[config.mk]
export PLATFORM = sky130hd
export DESIGN_NAME = bist_controller
export DESIGN_NICKNAME = d
export VERILOG_FILES = /design/src/rtl/bist_pkg.sv /design/src/rtl/bist_pattern_counter.sv /design/src/rtl/bist_controller.sv
export SDC_FILE = /design/constraint.sdc
export NUM_CORES = 1
export LEC_CHECK = 0
export ABC_AREA = 1
export ABC_CLOCK_PERIOD_IN_PS = 2500
export CAP_MARGIN = 20
export CORE_MARGIN = 3
export CORE_UTILIZATION = 30
export CTS_CLUSTER_DIAMETER = 120
export DETAILED_ROUTE_END_ITERATION = 12
export PLACE_DENSITY = 0.62
export RECOVER_POWER = 100
export SETUP_SLACK_MARGIN = 0.1
export SYNTH_ARGS = -nofsm -noshare
export SYNTH_HDL_FRONTEND = slang
export SYNTH_HIERARCHICAL = 1
export SYNTH_SLANG_ARGS = --single-unit
[constraint.sdc]
create_clock -name clk -period 2.5 [get_ports clk]
set_clock_uncertainty 0.2 [all_clocks]
set_input_delay 0.5 -clock clk [delete_from_list [all_inputs] [get_ports clk]]
set_output_delay 0.5 -clock clk [all_outputs]
set_load 0.05 [all_outputs]
[src/rtl/bist_pkg.sv]
// Shared types and defaults for the BIST sequencer.
// State encoding plus default signature width and golden value.
package bist_pkg;

    typedef enum logic [2:0] {
        S_IDLE    = 3'd0,
        S_INIT    = 3'd1,
        S_RUN     = 3'd2,
        S_FLUSH   = 3'd3,
        S_COMPARE = 3'd4,
        S_DONE    = 3'd5
    } state_t;

    localparam int SIG_W_DEF = 16;
    localparam logic [SIG_W_DEF-1:0] GOLDEN_SIG_DEF = 16'hA5C3;

endpackage

[src/rtl/bist_pattern_counter.sv]
// Up-counter with clear, enable and terminal-count compare.
// Shared by the RUN and FLUSH phases of the BIST sequencer.
module bist_pattern_counter #(
    parameter int CNT_W = 8
) (
    input  logic             clk,
    input  logic             reset,
    input  logic             i_clear,
    input  logic             i_en,
    input  logic [CNT_W-1:0] i_term,
    output logic             o_tc
);

    logic [CNT_W-1:0] r_cnt;

    always_ff @(posedge clk or posedge reset) begin
        if (reset) begin
            r_cnt <= '0;
        end else if (i_clear) begin
            r_cnt <= '0;
        end else if (i_en) begin
            r_cnt <= r_cnt + CNT_W'(1);
        end
    end

    assign o_tc = (r_cnt == i_term);

endmodule

[src/rtl/bist_controller.sv]
// BIST sequencer: TPG seed/advance, MISR clear/compact, golden compare.
// Optional BIST_SNAP_EN adds misr_snap, the signature captured at compare.
module bist_controller
    import bist_pkg::*;
#(
    parameter int              N_PATTERNS = 16,
    parameter int              CNT_W      = 8,
    parameter int              PIPE_LAT   = 1,
    parameter int              SIG_W      = SIG_W_DEF,
    parameter logic [SIG_W-1:0] GOLDEN_SIG = SIG_W'(GOLDEN_SIG_DEF)
) (
    input  logic             clk,
    input  logic             reset,
    input  logic             bist_start,
    input  logic [SIG_W-1:0] misr_sig,
    output logic             bist_mode,
    output logic             tpg_load,
    output logic             tpg_en,
    output logic             misr_clear,
    output logic             misr_en,
    output logic             bist_end,
`ifdef BIST_SNAP_EN
    output logic [SIG_W-1:0] misr_snap,
`endif
    output logic             pass_nfail
);

    localparam logic [CNT_W-1:0] RUN_TERM   = CNT_W'(N_PATTERNS - 1);
    localparam logic [CNT_W-1:0] FLUSH_TERM =
        CNT_W'((PIPE_LAT > 0) ? PIPE_LAT - 1 : 0);

    state_t           r_state;
    state_t           w_next;
    logic             w_tc;
    logic             w_cnt_clr;
    logic             w_cnt_en;
    logic [CNT_W-1:0] w_term;

    logic r_mode, r_load, r_tpg_en, r_clear, r_misr_en, r_end, r_pass;
    logic w_mode, w_load, w_tpg_en, w_clear, w_misr_en, w_end;

    always_comb begin
        w_next = r_state;
        unique case (r_state)
            S_IDLE:    if (bist_start) w_next = S_INIT;
            S_INIT:    w_next = S_RUN;
            S_RUN:     if (w_tc) w_next = (PIPE_LAT == 0) ? S_COMPARE : S_FLUSH;
            S_FLUSH:   if (w_tc) w_next = S_COMPARE;
            S_COMPARE: w_next = S_DONE;
            S_DONE:    if (!bist_start) w_next = S_IDLE;
            default:   w_next = S_IDLE;
        endcase
    end

    // Counter restarts at 0 for RUN (cleared in INIT) and again for FLUSH.
    assign w_cnt_clr = (r_state == S_INIT) || ((r_state == S_RUN) && w_tc);
    assign w_cnt_en  = (r_state == S_RUN) || (r_state == S_FLUSH);
    assign w_term    = (r_state == S_FLUSH) ? FLUSH_TERM : RUN_TERM;

    bist_pattern_counter #(
        .CNT_W (CNT_W)
    ) u_cnt (
        .clk     (clk),
        .reset   (reset),
        .i_clear (w_cnt_clr),
        .i_en    (w_cnt_en),
        .i_term  (w_term),
        .o_tc    (w_tc)
    );

    // Outputs decoded from the next state so they register alongside it.
    always_comb begin
        w_mode    = 1'b0;
        w_load    = 1'b0;
        w_tpg_en  = 1'b0;
        w_clear   = 1'b0;
        w_misr_en = 1'b0;
        w_end     = 1'b0;
        unique case (w_next)
            S_INIT: begin
                w_mode  = 1'b1;
                w_load  = 1'b1;
                w_clear = 1'b1;
            end
            S_RUN: begin
                w_mode    = 1'b1;
                w_tpg_en  = 1'b1;
                w_misr_en = 1'b1;
            end
            S_FLUSH: begin
                w_mode    = 1'b1;
                w_misr_en = 1'b1;
            end
            S_COMPARE: w_mode = 1'b1;
            S_DONE:    w_end  = 1'b1;
            default:   w_end  = 1'b0;
        endcase
    end

    always_ff @(posedge clk or posedge reset) begin
        if (reset) begin
            r_state   <= S_IDLE;
            r_mode    <= 1'b0;
            r_load    <= 1'b0;
            r_tpg_en  <= 1'b0;
            r_clear   <= 1'b0;
            r_misr_en <= 1'b0;
            r_end     <= 1'b0;
            r_pass    <= 1'b0;
        end else begin
            r_state   <= w_next;
            r_mode    <= w_mode;
            r_load    <= w_load;
            r_tpg_en  <= w_tpg_en;
            r_clear   <= w_clear;
            r_misr_en <= w_misr_en;
            r_end     <= w_end;
            if (r_state == S_COMPARE) begin
                r_pass <= (misr_sig == GOLDEN_SIG);
            end else if (w_next == S_INIT) begin
                r_pass <= 1'b0;
            end
        end
    end

`ifdef BIST_SNAP_EN
    logic [SIG_W-1:0] r_snap;

    always_ff @(posedge clk or posedge reset) begin
        if (reset) begin
            r_snap <= '0;
        end else if (r_state == S_COMPARE) begin
            r_snap <= misr_sig;
        end
    end

    assign misr_snap = r_snap;
`endif

    assign bist_mode  = r_mode;
    assign tpg_load   = r_load;
    assign tpg_en     = r_tpg_en;
    assign misr_clear = r_clear;
    assign misr_en    = r_misr_en;
    assign bist_end   = r_end;
    assign pass_nfail = r_pass;

endmodule

# Word level (Yosys, flattened, before mapping)
# Cells that the tools add are included.
# word_totals
register_bits,17
latchBits,0
ramBits,0
mem_bits_ro,0
inputBits,19
word_cells,44
n_memories,0
# classes
addsub,1
multipliers,0
div,0
n_lt_le_gt_ge,0
eq_ne,12
n_shift,0
muxes,15
bitwise,0
n_reduce_logical,8
# ops
cell,n
$pmux W3 S6,1
$eq A16 B16 Y1 const B,1
$mux W8,2
$eq A3 B2 Y1 const B,4
$eq A3 B3 Y1 const B,4
$mux W3,4
$add A8 B1 Y8 const B,1
$eq A8 B4 Y1,1
$mux W1,7
$eq A3 B1 Y1 const B,2
$mux W4,1
$reduce_bool A2 Y1,2
$reduce_or A4 Y1,1
$logic_not A3 Y1,1
$logic_or A1 B1 Y1,2
$reduce_or A2 Y1,1
$logic_and A1 B1 Y1,1

# Longest topological paths before layout
# logic_depth
word_depth,8
ltp_mapped,14
mapped_depth_nobuf,14

# By module
# Netlist, hierarchy kept.
# by_module_without_submodules
module,n_inst,cells_each,area_each_um2
bist_pattern_counter,1,78,560.5
bist_controller,1,58,486.7

# Least setup slack after synthesis
# Ideal clock, no wire load.
# synth_timing
path_type,reg2reg
from,register r_state[2]
to,register u_cnt.r_cnt[4]
setup_time_ps,119
t_arrival_ps,1989
required_ps,2181
slack_ps,192
stages_incl_launch_ff,14
path_buffers,0
cell_sequence,dfrtp_1 -> inv_2 -> nand3_2 -> xor2_1 -> nor2_1 -> nand2_1 -> nor2_1 -> inv_1 -> o21ai_0 -> nor2_4 -> nor3_1 -> nand2_1 -> nand2_1 -> nor2_1
# synth_via
elab_chain_len,6
word_cells_on_any_way,10
cone_classes,eq/ne (4); mux (2); reduce/logical (4)
# synth_lines
element,line_no,source
from (decl),bist_controller.sv:32,state_t r_state;
from (signal assigned),bist_controller.sv:111,r_state <= w_next;
$eq A3 B2 Y1 (*),bist_controller.sv:58,assign w_term = (r_state == S_FLUSH) ? FLUSH_TERM : RUN_TERM;
$mux W4 (*),bist_controller.sv:58,
via w_term[0],bist_controller.sv:37,logic [CNT_W-1:0] w_term;
$eq A8 B4 Y1 (*),bist_pattern_counter.sv:26,assign o_tc = (r_cnt == i_term);
via w_tc,bist_controller.sv:34,logic w_tc;
$logic_and A1 B1 Y1 (*),bist_controller.sv:56,assign w_cnt_clr = (r_state == S_INIT) || ((r_state == S_RUN) && w_tc);
$logic_or A1 B1 Y1 (*),bist_controller.sv:56,
via w_cnt_clr,bist_controller.sv:35,logic w_cnt_clr;
$mux W8 / $reduce_bool A2 Y1 (equally long branches),-,
to (signal assigned),bist_pattern_counter.sv:22,r_cnt <= r_cnt + CNT_W'(1);
to (decl),bist_pattern_counter.sv:14,logic [CNT_W-1:0] r_cnt;
# Mark *: on every way through the listed nets, which the timed path passes. The rest lies on a longest branch.
# A chain may end at the register's enable or synchronous reset.

# Worst setup path after layout
# Ends and elaborated chain as after synthesis.

==> impl_results.md <==
- Post-DR vias/cell: 4.33
- Detailed-route DRC error count: 0
- Layout cells sized above 1: 0.146
- Adder-Cell Fraction of Synth Area: 0.0119
- Synth Area in Compound Gates: 0.0430
- Nets: 192
- Fin cells: 215
- Simple-gate share of the synthesized area: 0.363
- Worst Path Max Fanout: 6
- Xor and xnor fraction of the mapped netlist area: 0.0753
- Max-cap violations: 0
- Die height: 65.1 microns
- FF-to-FF Start: r_state[2]$_DFF_PP0_
- Iter 0 DRT Violations: 40
- Critical Path RT: 2.53 ns
- RSZ-0062 raised after global routing: no
- Average size of a mapped cell: 7.70 sq um
- Critical Path Sink: u_cnt/r_cnt[4]$_DFFE_PP0P_
- H-tree depth: 1
- # port buffers: 25
- Clk Latency, worst-skew pair: 0.29 ns
- Pre-antenna DRT Iters: 4
- Lkg Pwr: 0.700 nW
- Crit path launch: r_state[2]$_DFF_PP0_
- Clk pin slew, worst setup/hold paths: 0.10 ns
- Setup violations, final: 0
- Worst min-delay path category: flop to flop
- GRT Resource Usage Total: 0.113
- CTS tree: built
- CTS Buf Count: 3
- Rows: 20
- Yosys warning count: 6
- FF-to-FF setup slack: 0.24 ns
- Startpoint Class: flop
- Critical path class: flop to flop
- Post-DP HPWL: 1810 microns
- Final core utilization: 0.445
- Bufs on Longest Clock Path: 2
- Flops & latches, synth: 17
- IO Pins: 26
- Min Clock Period, post-route: 2.26 ns
- Reg-to-Reg End: u_cnt/r_cnt[4]$_DFFE_PP0P_
- Status: completed
- Power Total: 0.00140 W
- Filler instances: 344
- Total Wirelength: 2210 microns
- Cell Area, Synth: 0.00105 sq mm
- Placed cell count: 208
- Final Cycle Share: 0.903
- Power density over the cells: 990 mW/mm^2
- Critical Path AT: 2.29 ns
- CORE AREA: 0.00318 sq mm
- Ant. Diodes: 0
- Vias in the first global route: 952
- Final slew viol count: 0
- Post-synth cell types: 22
- Final hold violation count: 0
- Sequential fraction of the synthesis area: 0.406
- Hold WS: 0.339 ns
- Tightest Pin Transition: 0.517 ns
- P&R area growth vs syn: 35.1%
- First-pass GRT wire length: 3830 microns
- Post-synthesis mux area share: 0
- Die area: 0.00424 sq mm
- Max IR drop VDD: 0.665 mV
- Initial antenna violation count: 0
- R2R depth: 14
- Largest net degree at the start of global routing: 11
- Die W: 65.1 microns
- CP Capture Type: flop
- DR vias: 930
- Cell count after synthesis: 136
- Num Clock Sinks: 17
- Hold_buf cts: 0
- Congestion Overflow GR: 0
- Fmax: 443 MHz
- WL per Instance: 10.3 microns
- Antenna viol nets, final: 0
- Main combinational cell family by area after synthesis: simple AND/OR/NAND/NOR gates
- Setup TNS Final: 0 ns
- Worst slew margin: 0.654
- Starting density of the core: 0.330
- Clk root buf: clkbuf_4
- Routability Congestion: 0.833
[synthesized netlist by cell type (all sizes together)]
cell type | number | share of area
ha | 1 | 0.012
a21oi | 1 | 0.0048
conb | 1 | 0.0036
nor3 | 1 | 0.0048
buf | 1 | 0.0072
nor3b | 1 | 0.0072
o21ai | 6 | 0.032
nand3 | 12 | 0.072
o22ai | 1 | 0.0060
nand4 | 4 | 0.024
nand2 | 26 | 0.096
xnor2 | 1 | 0.0084
inv | 25 | 0.090
nor2 | 30 | 0.16
dfrtp | 17 | 0.41
xor2 | 8 | 0.067
[sequential cells by signal, summed over array words and instances (netlist names)]
register / cells
u_cnt/r_cnt: 8
bist_mode: 1
bist_end: 1
r_state: 3
misr_en: 1
misr_clear: 1
tpg_en: 1
pass_nfail: 1
[where the power goes]
group          switching, W  total, W  leakage (nW)  internal (W)
sequential         0.000115  0.000492         0.208      0.000377
clock             0.0000895  0.000149        0.0177     0.0000596
combinational      0.000469  0.000759         0.475      0.000290
total              0.000673   0.00140         0.700      0.000727
[cells in the final DEF (no fill, tap or decap), drive strengths merged, types with 4 or more instances in the layout]
cell type	count
nand4	4
nand3	12
inv	24
clkdlybuf4s50	17
o21ai	6
dfrtp	17
nand2	26
conb	4
dlygate4sd3	8
nor2	30
xor2	8
clkbuf	4
[timing repair]
item                       CTS  global route
setup endpoints to repair    0             6
gates resized for setup      0             6
setup buffers                0             3
[final cells by class]
cell class | instances | area, sq um | area share
Clock buffer | 3 | 22.5 | 0.0159
Clock inverter | 1 | 5.00 | 0.00354
Inverter | 25 | 93.8 | 0.0663
Multi-Input combinational cell | 96 | 533 | 0.377
Sequential cell | 17 | 425 | 0.301
Tap cell | 44 | 55.1 | 0.0389
Timing Repair Buffer | 29 | 280 | 0.198
[worst min path at each step]
stage                                       from                    endpoint  slack [ns]  cells past startpoint
final                     pass_nfail$_DFFE_PP0P_      pass_nfail$_DFFE_PP0P_        0.34                      2
after global placement    pass_nfail$_DFFE_PP0P_      pass_nfail$_DFFE_PP0P_        0.30                      2
after detailed placement  pass_nfail$_DFFE_PP0P_      pass_nfail$_DFFE_PP0P_        0.33                      2
after floorplan                            reset  u_cnt/r_cnt[0]$_DFFE_PP0P_        0.12                      1
after CTS                                  reset           misr_en$_DFF_PP0_        0.28                      2
after global routing      pass_nfail$_DFFE_PP0P_      pass_nfail$_DFFE_PP0P_        0.38                      2
[worst max-delay path: stages, from the launching register on]
cell	delay [ns]
dfrtp_1	0.42
inv_2	0.10
nand3_4	0.11
xor2_1	0.17
nor2_1	0.12
nand2_1	0.07
nor2_2	0.14
inv_1	0.09
o21ai_1	0.13
buf_4	0.14
nor2_4	0.06
nor2_4	0.15
clkbuf_4	0.14
a21oi_1	0.05
nor2_1	0.09
[metrics by stage]
stage	area [sq um]	worst slack, ns
2_1_floorplan	1060	0.192
3_3_place_gp	1360	0.253
3_5_place_dp	1360	0.137
4_1_cts	1390	0.106
5_1_grt	1420	0.0721
6_report	1420	0.243
[cell families (layout without fill, tap and decap cells)]
family,Yosys count,in the layout
flops,17,17
fa+ha+maj,1,1
simple gates,74,74
buf+inv,26,58
xor+xnor,9,9
other cells,1,4
compound gates,8,8
[per-layer routing]
layer | up-vias | part of all wire | track usage
li1 | 481 | - | -
met1 | 419 | 0.44 | 0.130
met2 | 30 | 0.49 | 0.203
met4 | 0 | 0 | 0.0207
met5 | - | 0 | 0
met3 | 0 | 0.069 | 0.0416
(Power assumes the default switching activity.)
